## src/rtl/hfrv_trace_buffer.sv

```systemverilog
// Instruction-trace capture buffer: circular {pc, instr} history, trigger freeze, oldest-first drain.
// Optional TRACE_TIMESTAMP_EN macro adds a 32-bit cycle timestamp per sample and the rd_ts port.
module hfrv_trace_buffer #(
  parameter int DEPTH     = 16,
  parameter int PC_W      = 32,
  parameter int INSTR_W   = 32,
  parameter int POST_TRIG = 4
) (
  input  logic               clk,
  input  logic               reset,
  input  logic               arm,
  input  logic               cap_valid,
  input  logic [PC_W-1:0]    cap_pc,
  input  logic [INSTR_W-1:0] cap_instr,
  input  logic               trig,
  output logic               busy,
  output logic               rd_valid,
  input  logic               rd_ready,
  output logic [PC_W-1:0]    rd_pc,
  output logic [INSTR_W-1:0] rd_instr,
  output logic               rd_trig,
  output logic               rd_last
`ifdef TRACE_TIMESTAMP_EN
  ,
  output logic [31:0]        rd_ts
`endif
);

  localparam int AW = $clog2(DEPTH);
  localparam logic [AW:0] FULL = (AW+1)'(DEPTH);

  typedef enum logic [1:0] {IDLE, ARMED, POST, DONE} state_t;

  state_t             state;
  logic [PC_W-1:0]    pc_mem    [DEPTH];
  logic [INSTR_W-1:0] instr_mem [DEPTH];
  logic [AW-1:0]      wp, rp, trig_idx, post_cnt;
  logic [AW:0]        count, rem;

  logic               cap_en;
  logic [AW-1:0]      wp_inc, rp_start;
  logic [AW:0]        count_inc;

  // NOTE: every always_comb output gets a default first so no path can infer a latch.
  always_comb begin
    cap_en    = cap_valid && (state == ARMED || state == POST);
    wp_inc    = wp + 1'b1;
    count_inc = (count == FULL) ? count : count + 1'b1;
    // Oldest entry of the frozen history, using the values the final write produces.
    rp_start  = wp_inc - count_inc[AW-1:0];
  end

  // NOTE: history storage has no reset; it is unobservable until rewritten, and a reset-free array maps to plain RAM/flops.
  always_ff @(posedge clk) begin
    if (cap_en) begin
      pc_mem[wp]    <= cap_pc;
      instr_mem[wp] <= cap_instr;
    end
  end

`ifdef TRACE_TIMESTAMP_EN
  logic [31:0] ts_cnt;
  logic [31:0] ts_mem [DEPTH];

  always_ff @(posedge clk) begin
    if (reset) ts_cnt <= '0;
    else       ts_cnt <= ts_cnt + 32'd1;
  end

  always_ff @(posedge clk) begin
    if (cap_en) ts_mem[wp] <= ts_cnt;
  end

  always_comb begin
    rd_ts = rd_valid ? ts_mem[rp] : '0;
  end
`endif

  // NOTE: sequential state uses non-blocking assignments so every flop samples pre-edge values.
  always_ff @(posedge clk) begin
    if (reset) begin
      state    <= IDLE;
      count    <= '0;
      wp       <= '0;
      rp       <= '0;
      rem      <= '0;
      post_cnt <= '0;
      trig_idx <= '0;
      busy     <= 1'b0;
      rd_valid <= 1'b0;
    end else begin
      case (state)
        IDLE: begin
          if (arm) begin
            state <= ARMED;
            count <= '0;
            wp    <= '0;
            busy  <= 1'b1;
          end
        end
        ARMED: begin
          if (cap_valid) begin
            wp    <= wp_inc;
            count <= count_inc;
            if (trig) begin
              trig_idx <= wp;
              post_cnt <= AW'(POST_TRIG);
              if (POST_TRIG == 0) begin
                state    <= DONE;
                busy     <= 1'b0;
                rd_valid <= 1'b1;
                rp       <= rp_start;
                rem      <= count_inc;
              end else begin
                state <= POST;
              end
            end
          end
        end
        POST: begin
          if (cap_valid) begin
            wp       <= wp_inc;
            count    <= count_inc;
            post_cnt <= post_cnt - 1'b1;
            if (post_cnt == AW'(1)) begin
              state    <= DONE;
              busy     <= 1'b0;
              rd_valid <= 1'b1;
              rp       <= rp_start;
              rem      <= count_inc;
            end
          end
        end
        DONE: begin
          if (rd_ready) begin
            rp  <= rp + 1'b1;
            rem <= rem - 1'b1;
            if (rem == (AW+1)'(1)) begin
              state    <= IDLE;
              rd_valid <= 1'b0;
            end
          end
        end
        default: state <= IDLE;
      endcase
    end
  end

  // Readout fields are driven only while an entry is offered, so they read zero otherwise.
  always_comb begin
    rd_pc    = rd_valid ? pc_mem[rp]    : '0;
    rd_instr = rd_valid ? instr_mem[rp] : '0;
    rd_trig  = rd_valid && (rp == trig_idx);
    rd_last  = rd_valid && (rem == (AW+1)'(1));
  end

endmodule

```

## config.mk

```make
export PLATFORM = sky130hd
export DESIGN_NAME = hfrv_trace_buffer
export DESIGN_NICKNAME = d
export VERILOG_FILES = /design/src/rtl/hfrv_trace_buffer.sv
export SDC_FILE = /design/constraint.sdc
export NUM_CORES = 1
export LEC_CHECK = 0
export BUFFER_PORTS_ARGS = -buffer_cell sky130_fd_sc_hd__buf_2
export CAP_MARGIN = 20
export CORE_MARGIN = 4
export CORE_UTILIZATION = 45
export DETAILED_ROUTE_END_ITERATION = 16
export SLEW_MARGIN = 10
export SYNTH_ARGS = -nofsm -noshare
export SYNTH_HDL_FRONTEND = slang
export SYNTH_SLANG_ARGS = --single-unit
```

## constraint.sdc

```tcl
create_clock -name clk -period 4.27 [get_ports clk]
set_input_delay 0.854 -clock clk [delete_from_list [all_inputs] [get_ports clk]]
set_output_delay 0.854 -clock clk [all_outputs]
set_load 0.005 [all_outputs]
```

After elaboration in Yosys (flattened, before gate mapping) --
Memory sizes are Yosys's and may differ from the RTL's. A register that Yosys moved wholly into a read port is not among the register bits. Index checks and enable logic that the tools add are counted.
Operators by class: add/sub/neg operators 6, equality and inequality tests 15, multiplexer cells 44, reduce and logical (&&, ||, !) cells 17
Operators with widths (number):
- 32-bit 2-to-1 mux | 2
- 4-bit 2-to-1 mux | 12
- 5-bit 2-to-1 mux | 6
- 4-bit one-hot mux with 2 select lines | 3
- 5-bit one-hot mux with 2 select lines | 2
- 2-bit 2-to-1 mux | 7
- 2-bit != test, second input constant | 6
- 4-bit AND reduction | 3
- 1-bit 2-to-1 mux | 9
- 4-bit by 1-bit adder with 4-bit output, second input constant | 2
- 2-bit one-hot mux with 4 select lines | 1
- 2-bit nonzero test | 4
- 7-bit AND reduction | 1
- 3-bit AND reduction | 2
- 5-bit by 1-bit adder with 5-bit output, second input constant | 1
- 5-bit by 1-bit equality test with 1-bit output, second input constant | 1
- 5-bit equality test, second input constant | 1
- 5-bit AND reduction | 1
- 5-bit by 1-bit subtractor with 5-bit output, second input constant | 1
- 2-bit equality test, second input constant | 2
- 4-bit by 1-bit equality test with 1-bit output, second input constant | 1
- 4-bit equality test | 1
- 2-bit by 1-bit != test with 1-bit output, second input constant | 2
- 1-bit one-hot mux with 2 select lines | 2
- 7 further kinds | 9
Storage, ports and cells: register bits 30, RAM bits 1024, output and inout bits 68, memories kept 2
Memories:
- instr_mem | words 16, bits a word 32, rd ports 1, clocked after memory_dff 1, wr ports 1, RTL line 36 | logic [INSTR_W-1:0] instr_mem [DEPTH];
- pc_mem | words 16, bits a word 32, rd ports 1, clocked after memory_dff 1, wr ports 1, RTL line 35 | logic [PC_W-1:0] pc_mem [DEPTH];

Depth between registers and ports, before layout --
Gate-level depths: netlist of run 1.
depth after elaboration 8, depth in mapped cells 11, gate-level depth less buffers 11

Worst setup path before layout of run 1 --
No wires, ideal clock.
kind input -> register, start point input cap_valid, end point memory instr_mem[4][0], enable pin, data arrival time 2.800 ns, setup slack 1.041 ns, cell stages on the path 4, path through and2_0 > nand2_1 > nor2_1 > and2_1
On the way: cells in the longest elaborated chain, start to end 3
Ends and longest elaborated chain:
- from (decl) | RTL line 12 | input logic cap_valid,
- 1-bit logical AND | RTL line 46 | cap_en = cap_valid && (state == ARMED || state == POST);
- 1-bit 2-to-1 mux | RTL line 55 | if (cap_en) begin
- 1-bit 2-to-1 mux (not written as such) | RTL line 57 | instr_mem[wp] <= cap_instr;
- to (decl) | RTL line 36
No other way between the ends.

==> summary.txt, run 1 <==
Logic synthesis
  • Share of the synthesized area in the top cell type: 75.2%
  • Synth Warn #: 0
  • Dominant synthesized flop cell: edfxtp_1
  • Async set-reset flop share out of synthesis: 0%
  • Netlist Area Pre-Place: approximately 41,000 µm²
  • Register area share after synthesis: 76.8%
  • Synth Area per Inst: 23.5 µm²
  • Yosys reg bits: ~1,100
  • Synth cell types: 49
  • Count leader, synth: edfxtp_1
  • Syn Inst Count: 1,741
  • Cell taking the most area after synthesis: edfxtp_1
  • Post-Syn Nets: 1,829
  • Commonest cells in the netlist: edfxtp_1, mux4_2, and2_1, clkbuf_1, nor2_1
  • Synth area leaders: edfxtp_1, mux4_2, dfxtp_1
  • EDFF count, synth: 1,024

Clock network
  • Setup Fix Bufs, Post-CTS: 0
  • Num CTS Buffers: 109
  • Clk root buf: clkbuf_16
  • Post-cts repair resize count: 0
  • # clock sinks: 1,058
  • CTS tree: done
  • Clk slew on worst S/H paths: 0.06 ns
  • Max Root-Sink Buffers: 3
  • Worst skew pair latency: 0.66 ns
  • H-Tree Level Count: 3
  • Hold Buf Count CTS: 0

Global route
  • Initial antenna violation count: 13
  • Number of global-route vias before repair: 19,820
  • First-pass GRT wire length: 136,000 µm
  • GRT overflow: 0
  • Largest net degree at the start of global routing: 50
  • Total track usage: 19.6%

Drt
  • DR pass1 iterations: 7
  • Wire per inst: 28.6 µm
  • Starting DRT DRC Count: 1,720
  • Drt total wl: 92,600 µm
  • Vias: 18,611
  • DR vias/cell: 5.74
  • ANT nets after route: 0
  • Drc violations: 0

Worst setup path
  • Startpoint types: flip-flop
  • Critical path data arrival time: 3.14 ns
  • CP required: 3.42 ns
  • CP max FO: 22
  • Setup Crit Path Kind: flip-flop to output port
  • Critical Path End Type: output port
  • CP cell instances: buf_4 > mux4_2 > mux4_2 > and2_1 > buf_2
  • Worst-case reg-to-reg path depth: 7
  • CP max stage delay: 0.59 ns
  • Critical path's slowest cell: dfxtp_4
  • Most frequent CP cell: mux4_2

STA
  • Worst slew margin: roughly 45%
  • Pins Over Slew Limit: 0
  • Final hold slack: 0.500 ns
  • Fin. Hold Viols: 0
  • Final setup viols: 0
  • Final period util: 93.5%
  • Fin crit period: between 3 and 4 ns
  • Fmax: ~0.25 GHz
  • Unrepaired setup endpoints after global routing: no
  • Final WS setup: between 0.2 and 0.3 ns
  • Worst-margin pin slew: 0.818 ns
  • Clock skew: approximately 0.017 ns
  • Total negative setup slack: 0 ns

Layout
  • Synth-to-Final Area Change: 14.6%
  • Storage cell area: 31,400 µm²
  • # fillers: slightly below 7,000
  • Share of cells above drive strength 1: 34.1%
  • Area of the multi-input gates: a little under 9000 µm²
  • Final Net Count: 2,056
  • Final Util: 52.0%

Power
  • Leak: approximately 15 nW
  • Worst VDD drop: 0.408 mV
  • Total Power: 24.3 mW
  • Power density over cell area: 517 nW/µm²

Die
  • Core ar.: 90,100 µm²
  • Die span in y: about 310 µm
  • FP Rows: 110
  • Ports: 138
  • Starting Density: roughly 45%
  • Chip width: 309 µm
  • Die area: 95,800 µm²

Flow run
  • Maxcap violations: 0

Run status
  • Outcome: finished, final reports clean

Placed design
  • Port Buf Inserts: 137
  • Post-Place Setup Slack: around 0.91 ns
  • Routability cong.: ~0.76
  • Dpl hpwl: 51,400 µm

Worst hold path
  • HP Class: flip-flop to flip-flop
  • Worst Hold Depth: 2
## worst paths after layout
check             slack, ns                          end                     start
setup / recovery       0.28                     rd_pc[1]                 flip-flop
setup reg to reg       1.32  instr_mem[10][19]$_DFFE_PP_     state[0]$_SDFFE_PP0P_
hold / removal         0.50     trig_idx[3]$_SDFFE_PP0P_  trig_idx[3]$_SDFFE_PP0P_
hold reg to reg        0.50     trig_idx[3]$_SDFFE_PP0P_  trig_idx[3]$_SDFFE_PP0P_
## final cells by class
class / count / area share (%)
antenna: 4 / 0.0214
clock buffer: 133 / 6.12
clock inverter: 70 / 1.21
inverter: 20 / 0.160
multi-input combinational: 575 / 19.0
sequential: 1058 / 67.1
tap: 1176 / 3.14
timing repair buffer: 204 / 3.26
## critical path: cells and delay by family, from the launching register on
kind	cells	cell delay, ns
and+or+nand+nor	1	0.19
muxes	2	1.09
buffers and inverters	2	0.59
DFF	1	0.59
## metrics by stage
step,cell area [µm²],cells
4_1_cts,46900,3236
5_1_grt,46900,3237
6_report,46900,3240
3_5_place_dp,43400,3033
2_1_floorplan,40900,1741
3_3_place_gp,43400,3033
## metal layers
metal / vias up / track usage [%] / part of all wire, %
li1: 7868 / - / -
met5: - / 0 / 0.081
met1: 10104 / 27.8 / 43
met3: 122 / 3.47 / 5.8
met2: 507 / 32.3 / 50
met4: 10 / 4.66 / 1.8
## where the power goes
part	internal (mW)	leakage (nW)	switching, mW	total [mW]
sequential	11.7	9.49	0.247	11.9
clock	5.24	1.68	3.84	9.09
combinational	1.58	3.41	1.66	3.24
total	18.5	14.6	5.76	24.3
## cells in the final DEF (no fill, tap or decap), types with 3 or more instances in the layout
cell type   netlist  final
clkinv_8          0      3
a21oi_1          17     16
clkinvlp_4        0      5
dfxtp_1          34     29
xnor2_1          10     10
diode_2           0      4
ha_1             17     17
and2_1           81     65
mux4_2          320    320
o21ai_0          11     11
nor2_1           37     37
edfxtp_1       1024   1024
buf_12            0     27
mux2i_1           7      7
inv_1            20     20
buf_4             0     40
clkbuf_1         45     20
nand2_1          13     13
buf_2             3    137
a22oi_1           7      7
clkbuf_16         0    110
nor3_1            8      8
clkbuf_8          0      3
and2_4            0     16
clkinv_2          0     24
dfxtp_4           0      5
and3_1            4      4
clkinv_1          0     28
nand3_1           9      9
bufinv_16         0      8
## cell families (layout without fill, tap and decap cells)
| kind of cell | count (synthesis) | in the layout | synth area share [%] |
|---|---|---|---|
| simple gates | 165 | 165 | 2.20 |
| xor+xnor | 12 | 12 | 0.257 |
| compound gates | 52 | 52 | 0.814 |
| other cells | 0 | 4 | 0 |
| flops | 1058 | 1058 | 76.8 |
| mux | 327 | 327 | 17.8 |
| fa+ha+maj | 19 | 19 | 0.593 |
| buf+inv | 108 | 427 | 1.50 |
## flip-flops by register name, indices dropped and copies added (netlist names), named ones only
name,count
state,2
trig_idx,4
wp,4
post_cnt,4
instr_mem,512
pc_mem,512
busy,1
rp,4
count,5
rem,5
rd_valid,1
Power figures use the tool's default switching activity.
==> run 2: changes to the inputs <==
--- a/config.mk
+++ b/config.mk
@@ -7,9 +7,12 @@
 export LEC_CHECK = 0
 export BUFFER_PORTS_ARGS = -buffer_cell sky130_fd_sc_hd__buf_2
 export CAP_MARGIN = 20
+export CELL_PAD_IN_SITES_DETAIL_PLACEMENT = 1
+export CELL_PAD_IN_SITES_GLOBAL_PLACEMENT = 2
 export CORE_MARGIN = 4
 export CORE_UTILIZATION = 45
 export DETAILED_ROUTE_END_ITERATION = 16
+export PLACE_DENSITY_LB_ADDON = 0.1
 export SLEW_MARGIN = 10
 export SYNTH_ARGS = -nofsm -noshare
 export SYNTH_HDL_FRONTEND = slang
==> run 2 against run 1 <==
Effect of this change:
- utilization up 0.27 points
- critical path depth up 1
- setup slack better by 0.011 ns
- sequential cell count unchanged
- critical path type unchanged
- largest cell class unchanged
- largest power group unchanged
- highest routed layer unchanged
==> summary.txt, run 2 (synthesis results as in run 1) <==
Drt
  • Vias: 18,758 (was 18,611)
  • ANT nets after route: 0 (unchanged)
  • DR vias/cell: 5.78 (was 5.74)
  • Drc violations: 0 (unchanged)
  • Wire per inst: 30.0 µm (was 28.6 µm)
  • Starting DRT DRC Count: 1,751 (was 1,720)
  • DR pass1 iterations: 5 (was 7)
  • Drt total wl: 97,400 µm (was 92,600 µm)

Placed design
  • Dpl hpwl: 54,200 µm (was 51,400 µm)
  • Port Buf Inserts: 137 (unchanged)
  • Post-Place Setup Slack: 0.912 ns (was 0.911 ns)
  • Routability cong.: 0.725 (was 0.760)

Power
  • Switching portion of total power: 23.6% (was 23.7%)
  • Switching power total: 5.86 mW (was 5.76 mW)
  • Worst VDD drop: 0.320 mV (was 0.408 mV)
  • Clock share of power: 38.6% (was 37.5%)
  • Combinational power share: 13.2% (was 13.4%)
  • Sequential share of power: 48.1% (was 49.2%)
  • Leak: 14.7 nW (was 14.6 nW)
  • Power density over cell area: 526 nW/µm² (was 517 nW/µm²)
  • Internal Power: 18.9 mW (was 18.5 mW)

Die
  • Core ar.: 90,100 µm² (unchanged)
  • Starting Density: 45.4% (unchanged)
  • Die area: 95,800 µm² (unchanged)
  • Ports: 138 (unchanged)
  • FP Rows: 110 (unchanged)
  • Chip width: 309 µm (unchanged)
  • Die span in y: 309 µm (unchanged)

Clock network
  • Post-cts repair resize count: 0 (unchanged)
  • Clk root buf: clkbuf_16 (unchanged)
  • Hold Buf Count CTS: 0 (unchanged)
  • H-Tree Level Count: 3 (unchanged)
  • Worst skew pair latency: 0.68 ns (was 0.66 ns)
  • Clk slew on worst S/H paths: 0.06 ns (about the same)
  • Num CTS Buffers: 111 (was 109)
  • CTS tree: done (unchanged)
  • Setup Fix Bufs, Post-CTS: 0 (unchanged)
  • Max Root-Sink Buffers: 3 (unchanged)
  • # clock sinks: 1,058 (unchanged)

STA
  • Fmax: 0.251 GHz (about the same)
  • Worst slew margin: 44.5% (was 45.4%)
  • Total negative setup slack: 0 ns (unchanged)
  • Final setup viols: 0 (unchanged)
  • Final WS setup: 0.289 ns (was 0.278 ns)
  • Final period util: 93.2% (was 93.5%)
  • Pins Over Slew Limit: 0 (unchanged)
  • Fin. Hold Viols: 0 (unchanged)
  • Unrepaired setup endpoints after global routing: no (unchanged)
  • Clock skew: 0.0185 ns (was 0.0172 ns)
  • Worst-margin pin slew: 0.832 ns (was 0.818 ns)
  • Fin crit period: 3.98 ns (was 3.99 ns)

Run status
  • Outcome: finished, final reports clean (unchanged)

Layout
  • Final Net Count: 2,063 (was 2,056)
  • Biggest regs: instr_mem (512), pc_mem (512) (unchanged)
  • # fillers: 7,752 (was 6,863)
  • Commonest non-fill, non-tap cells in the layout: edfxtp_1, mux4_2, buf_2, clkbuf_16, and2_1 (unchanged)
  • Share of cells above drive strength 1: 34.3% (was 34.1%)
  • Leading cell type in the layout, fill and taps excluded: edfxtp_1 (unchanged)
  • Synth-to-Final Area Change: 15.2% (was 14.6%)

Global route
  • Initial antenna violation count: 10 (was 13)
  • Largest net degree at the start of global routing: 70 (was 50)
  • GRT overflow: 0 (unchanged)
  • Total track usage: 20.8% (was 19.6%)
  • Number of global-route vias before repair: 20,443 (was 19,820)
  • First-pass GRT wire length: 144,000 µm (was 136,000 µm)

Worst setup path
  • Worst-case reg-to-reg path depth: 7 (unchanged)
  • Critical path data arrival time: 3.13 ns (was 3.14 ns)
  • Startpoint types: flip-flop (unchanged)
  • Setup Crit Path Kind: flip-flop to output port (unchanged)
  • CP max FO: 22 (unchanged)
  • CP required: 3.42 ns (about the same)
  • Critical Path End Type: output port (unchanged)

Worst hold path
  • Worst Hold Depth: 2 (unchanged)
  • HP Class: flip-flop to flip-flop (unchanged)

Flow run
  • Maxcap violations: 0 (unchanged)
==> run 2: cell count changes in the layout (fill, tap and decap cells not counted), sizes merged <==
cell	change
buf	+5
clkinv	+2
diode	+1
clkinvlp	-3
clkbuf	-3
bufinv	+6
==> run 2: layout make-up <==
class,instances,area [µm²],share of cell area (%)
Timing Repair Buffer,209,1600,3.40
Antenna cell,5,12.5,0.0266
Clock inverter,75,717,1.52
Multi-Input combinational cell,575,8900,18.9
Tap cell,1176,1470,3.12
Clock buffer,130,2890,6.14
Sequential cell,1058,31400,66.7
Inverter,20,75.1,0.159
==> run 2: through the flow <==
stage / cells / hold slack (ns) / util (%) / power, mW / area [µm²]
2_1_floorplan: 1741 / 0.464 / - / 14.1 / 40900
3_3_place_gp: 3038 / 0.495 / 48.2 / 15.5 / 43500
3_5_place_dp: 3038 / 0.511 / 48.2 / 15.5 / 43500
4_1_cts: 3243 / 0.496 / 52.3 / 25.1 / 47100
5_1_grt: 3243 / 0.519 / 52.3 / 25.8 / 47100
6_report: 3248 / 0.514 / 52.3 / 24.8 / 47100
==> run 2: metal layers <==
metal / up-vias / wire length (µm) / GRT usage, %
met3: 109 / 4560 / 3.65
li1: 7870 / - / -
met1: 10341 / 42800 / 30.1
met5: - / 27 / 0
met4: 4 / 1570 / 4.40
met2: 434 / 48400 / 34.0
==> run 2: final timing paths <==
check	startpoint	endpoint	slack, ns
worst max-delay path	flip-flop	rd_pc[2]	0.29
worst min register to register	rem[4]$_SDFFE_PP0P_	rem[4]$_SDFFE_PP0P_	0.51
worst max register to register	state[0]$_SDFFE_PP0P_	pc_mem[5][1]$_DFFE_PP_	1.32
worst min-delay path	rem[4]$_SDFFE_PP0P_	rem[4]$_SDFFE_PP0P_	0.51
==> run 2: power groups by stage <==
stage,clock [mW],combinational [mW],sequential (mW)
2_1_floorplan,0,2.17,12.0
3_3_place_gp,0,3.35,12.2
3_5_place_dp,0,3.36,12.2
4_1_cts,9.79,3.38,12.0
5_1_grt,10.3,3.57,12.0
6_report,9.57,3.28,11.9
==> run 2: worst max-delay path, stage by stage, from the launching register on <==
cell     delay, ns
dfxtp_4       0.53
buf_12        0.26
buf_4         0.30
mux4_2        0.53
mux4_2        0.50
and2_1        0.17
buf_2         0.12
==> run 3: changes to the inputs <==
--- a/config.mk
+++ b/config.mk
@@ -5,6 +5,7 @@
 export SDC_FILE = /design/constraint.sdc
 export NUM_CORES = 1
 export LEC_CHECK = 0
+export ABC_AREA = 1
 export BUFFER_PORTS_ARGS = -buffer_cell sky130_fd_sc_hd__buf_2
 export CAP_MARGIN = 20
 export CELL_PAD_IN_SITES_DETAIL_PLACEMENT = 1
==> constraint.sdc (replaced) <==
create_clock -name clk -period 5.2 [get_ports clk]
set_input_delay 1.04 -clock clk [delete_from_list [all_inputs] [get_ports clk]]
set_output_delay 1.04 -clock clk [all_outputs]
set_load 0.005 [all_outputs]
==> run 3 against run 2 <==
Effect of this change:
- sequential power down 16%
- setup slack better by 0.44 ns
- die area up 3.0%
- synthesized cell count up 87%
- first-iteration DRC count up 34%
- critical path type unchanged
- largest cell class unchanged
- largest power group unchanged
==> summary.txt, run 3 <==
Run status
  • Outcome: finished, final reports clean (unchanged)

Logic synthesis
  • Synth Area in XOR/XNOR: 0.166% (was 0.257%)
  • Syn Inst Count: 3,262 (was 1,741)
  • Dominant synthesized flop cell: edfxtp_1 (unchanged)
  • Cell taking the most area after synthesis: edfxtp_1 (unchanged)
  • Count leader, synth: edfxtp_1 (unchanged)
  • Compound-Gate Fraction of Synth Area: 12.9% (was 0.814%)
  • Register area share after synthesis: 74.6% (was 76.8%)
  • Synth Area in Adders: 0.552% (was 0.593%)
  • Netlist Area Pre-Place: 42,200 µm² (was 40,900 µm²)
  • Post-Syn Nets: 3,350 (was 1,829)
  • Synth area leaders: edfxtp_1, nor2_1, o21ai_0 (was edfxtp_1, mux4_2, dfxtp_1)
  • EDFF count, synth: 1,024 (unchanged)
  • Synth Area per Inst: 12.9 µm² (was 23.5 µm²)
  • Yosys reg bits: 1,058 (unchanged)
  • Largest family of logic cells by synthesized area: compound AO/OA/AOI/OAI gates (was multiplexers)
  • Post-synthesis mux area share: 0% (was 17.8%)
  • Synth cell types: 30 (was 49)
  • Async set-reset flop share out of synthesis: 0% (unchanged)
  • Simple-gate share of the synthesized area: 8.80% (was 2.20%)
  • Share of the synthesized area in the top cell type: 72.9% (was 75.2%)
  • Synth Warn #: 0 (unchanged)
  • Commonest cells in the netlist: edfxtp_1, nor2_1, o21ai_0, o211ai_1, o21ai_1 (was edfxtp_1, mux4_2, and2_1, clkbuf_1, nor2_1)

Placed design
  • Dpl hpwl: 57,600 µm (was 54,200 µm)
  • Post-Place Setup Slack: 1.37 ns (was 0.912 ns)
  • Routability cong.: 0.738 (was 0.725)
  • Post-DP Area: 44,100 µm² (was 43,500 µm²)
  • Port Buf Inserts: 137 (unchanged)
  • Placed cell count: 4,467 (was 3,038)

Power
  • Clock share of power: 30.5% (was 38.6%)
  • Sequential share of power: 40.1% (was 48.1%)
  • Combinational power share: 29.4% (was 13.2%)
  • Power density over cell area: 524 nW/µm² (was 526 nW/µm²)
  • Switching portion of total power: 34.9% (was 23.6%)
  • Switching power total: 8.70 mW (was 5.86 mW)
  • Worst VDD drop: 0.494 mV (was 0.320 mV)
  • Leak: 15.4 nW (was 14.7 nW)
  • Internal Power: 16.2 mW (was 18.9 mW)

Clock network
  • Hold Buf Count CTS: 0 (unchanged)
  • Post-cts repair resize count: 0 (unchanged)
  • Worst skew pair latency: 0.69 ns (was 0.68 ns)
  • Setup Fix Bufs, Post-CTS: 0 (unchanged)
  • CTS tree: done (unchanged)
  • Clk slew on worst S/H paths: 0.06 ns (about the same)
  • Max Root-Sink Buffers: 3 (unchanged)
  • # clock sinks: 1,058 (unchanged)
  • Clk root buf: clkbuf_16 (unchanged)
  • Num CTS Buffers: 111 (unchanged)
  • H-Tree Level Count: 3 (unchanged)

Worst setup path
  • Startpoint types: flip-flop (unchanged)
  • CP max stage delay: 0.75 ns (was 0.53 ns)
  • Family with the most delay on the worst path: buffers and inverters (was multiplexers)
  • CP cell instances: buf_12 > nor2_1 > nor2_1 > o21ai_0 > o211ai_1 > nand3_1 > a21oi_1 > buf_2 (was buf_12 > buf_4 > mux4_2 > mux4_2 > and2_1 > buf_2)
  • Most frequent CP cell: nor2_1 (was mux4_2)
  • Buf/Inv on CP: 2 (was 3)
  • Worst r2r src: state[0]$_SDFFE_PP0P_ (unchanged)
  • Worst-case reg-to-reg path depth: 7 (unchanged)
  • Worst reg2reg path endpoint: instr_mem[14][30]$_DFFE_PP_ (was pc_mem[5][1]$_DFFE_PP_)
  • Critical path data arrival time: 3.43 ns (was 3.13 ns)
  • Setup Crit Path Kind: flip-flop to output port (unchanged)
  • CP max FO: 168 (was 22)
  • Critical path's slowest cell: dfxtp_4 (unchanged)
  • Reg2reg setup slack: 2.25 ns (was 1.32 ns)
  • CP required: 4.16 ns (was 3.42 ns)
  • Critical Path End Type: output port (unchanged)

Die
  • Ports: 138 (unchanged)
  • Chip width: 314 µm (was 309 µm)
  • FP Rows: 111 (was 110)
  • Core ar.: 92,400 µm² (was 90,100 µm²)
  • Die span in y: 314 µm (was 309 µm)
  • Starting Density: 45.6% (was 45.4%)
  • Die area: 98,600 µm² (was 95,800 µm²)

Worst hold path
  • Worst Hold End: trig_idx[1]$_SDFFE_PP0P_ (was rem[4]$_SDFFE_PP0P_)
  • Worst Hold Launch: trig_idx[1]$_SDFFE_PP0P_ (was rem[4]$_SDFFE_PP0P_)
  • Worst Hold Depth: 2 (unchanged)
  • HP Class: flip-flop to flip-flop (unchanged)

Global route
  • Total track usage: 23.6% (was 20.8%)
  • Number of global-route vias before repair: 28,466 (was 20,443)
  • First-pass GRT wire length: 176,000 µm (was 144,000 µm)
  • GRT overflow: 0 (unchanged)
  • Largest net degree at the start of global routing: 271 (was 70)
  • Initial antenna violation count: 11 (was 10)

Drt
  • DR pass1 iterations: 5 (unchanged)
  • Starting DRT DRC Count: 2,350 (was 1,751)
  • ANT nets after route: 0 (unchanged)
  • Drt total wl: 117,000 µm (was 97,400 µm)
  • DR vias/cell: 5.74 (was 5.78)
  • Vias: 26,850 (was 18,758)
  • Drc violations: 0 (unchanged)
  • Wire per inst: 25.0 µm (was 30.0 µm)

Flow run
  • Maxcap violations: 0 (unchanged)

STA
  • Worst slew margin: 25.7% (was 44.5%)
  • Pins Over Slew Limit: 0 (unchanged)
  • Worst-margin pin slew: 1.11 ns (was 0.832 ns)
  • Fmax: ~0.22 GHz
  • Clock skew: 0.0198 ns (was 0.0185 ns)
  • Final setup viols: 0 (unchanged)
  • Final WS setup: 0.730 ns (was 0.289 ns)
  • Total negative setup slack: 0 ns (unchanged)
  • Unrepaired setup endpoints after global routing: no (unchanged)
  • Final period util: between 80 and 90%
  • Fin crit period: about 4.5 ns
  • Fin. Hold Viols: 0 (unchanged)
  • Final hold slack: 0.489 ns (was 0.514 ns)

Layout
  • Biggest regs: instr_mem (512), pc_mem (512) (unchanged)
  • Finished Cell Area: 47,600 µm² (was 47,100 µm²)
  • Final Net Count: 3,426 (was 2,063)
  • Commonest non-fill, non-tap cells in the layout: edfxtp_1, nor2_1, o21ai_0, o211ai_1, buf_2 (was edfxtp_1, mux4_2, buf_2, clkbuf_16, and2_1)
  • Leading cell type in the layout, fill and taps excluded: edfxtp_1 (unchanged)
  • Fin cells: 4,675 (was 3,248)
  • Synth-to-Final Area Change: 12.9% (was 15.2%)
  • Share of cells above drive strength 1: 10.6% (was 34.3%)
run 3: changes by cell type after synthesis, sizes merged, moves of 64 or more:
cell    previous run  this run
and2              82         0
clkbuf            45       117
o211ai             1       253
a21oi             17        93
nand3              9        83
nor2              37       798
o21ai             12       594
buf               43       107
mux4             320         0
run 3: worst max path at each step:
stage / startpoint / endpoint / cells past startpoint
4_1_cts: flip-flop / rd_instr[0] / 6
5_1_grt: flip-flop / rd_instr[0] / 6
3_3_place_gp: flip-flop / rd_instr[0] / 8
2_1_floorplan: cap_valid / instr_mem[0][0]$_DFFE_PP_ / 4
3_5_place_dp: flip-flop / rd_instr[0] / 8
6_report: flip-flop / rd_pc[30] / 8
run 3: kinds of logic after synthesis:
family / count (synthesis)
AO/OA/AOI/OAI: 954
XOR/XNOR: 8
adder cells (fa/ha/maj): 18
buffers and inverters: 268
flip-flops: 1058
AND/OR/NAND/NOR: 956
run 3: power by group through the flow:
stage               Clock (mW)  Combinational (mW)  Sequential [mW]
floorplan                    0                5.16             9.94
global placement             0                7.13             10.1
detailed placement           0                7.39             10.2
CTS                       7.76                7.43             9.99
global route              8.13                8.23             10.0
finish                    7.61                7.33             9.99
run 3: layout make-up:
cell class / count / area, µm²
Tap cell: 1243 / 1560
Clock inverter: 63 / 477
Antenna cell: 5 / 12.5
Timing Repair Buffer: 187 / 1340
Sequential cell: 1058 / 31400
Fill cell: 9208 / 44800
Clock buffer: 139 / 2990
Multi-Input combinational cell: 1936 / 9580
Inverter: 44 / 190
run 3: tightest hold or removal path: stages (launching register included):
cell	delay [ns]
dfxtp_1	0.30
inv_1	0.08
a21oi_1	0.06
run 3: metrics by stage:
stage,power (mW),util (%)
3_5_place_dp,17.6,47.7
2_1_floorplan,15.1,-
4_1_cts,25.2,51.5
3_3_place_gp,17.3,47.7
6_report,24.9,51.5
5_1_grt,26.4,51.5
run 3: routing by layer:
| layer | part of all wire, % | global-route usage [%] |
|---|---|---|
| met5 | 0.046 | 0 |
| met3 | 4.3 | 3.67 |
| met4 | 2.5 | 6.20 |
| met1 | 44 | 31.8 |
| met2 | 49 | 40.2 |
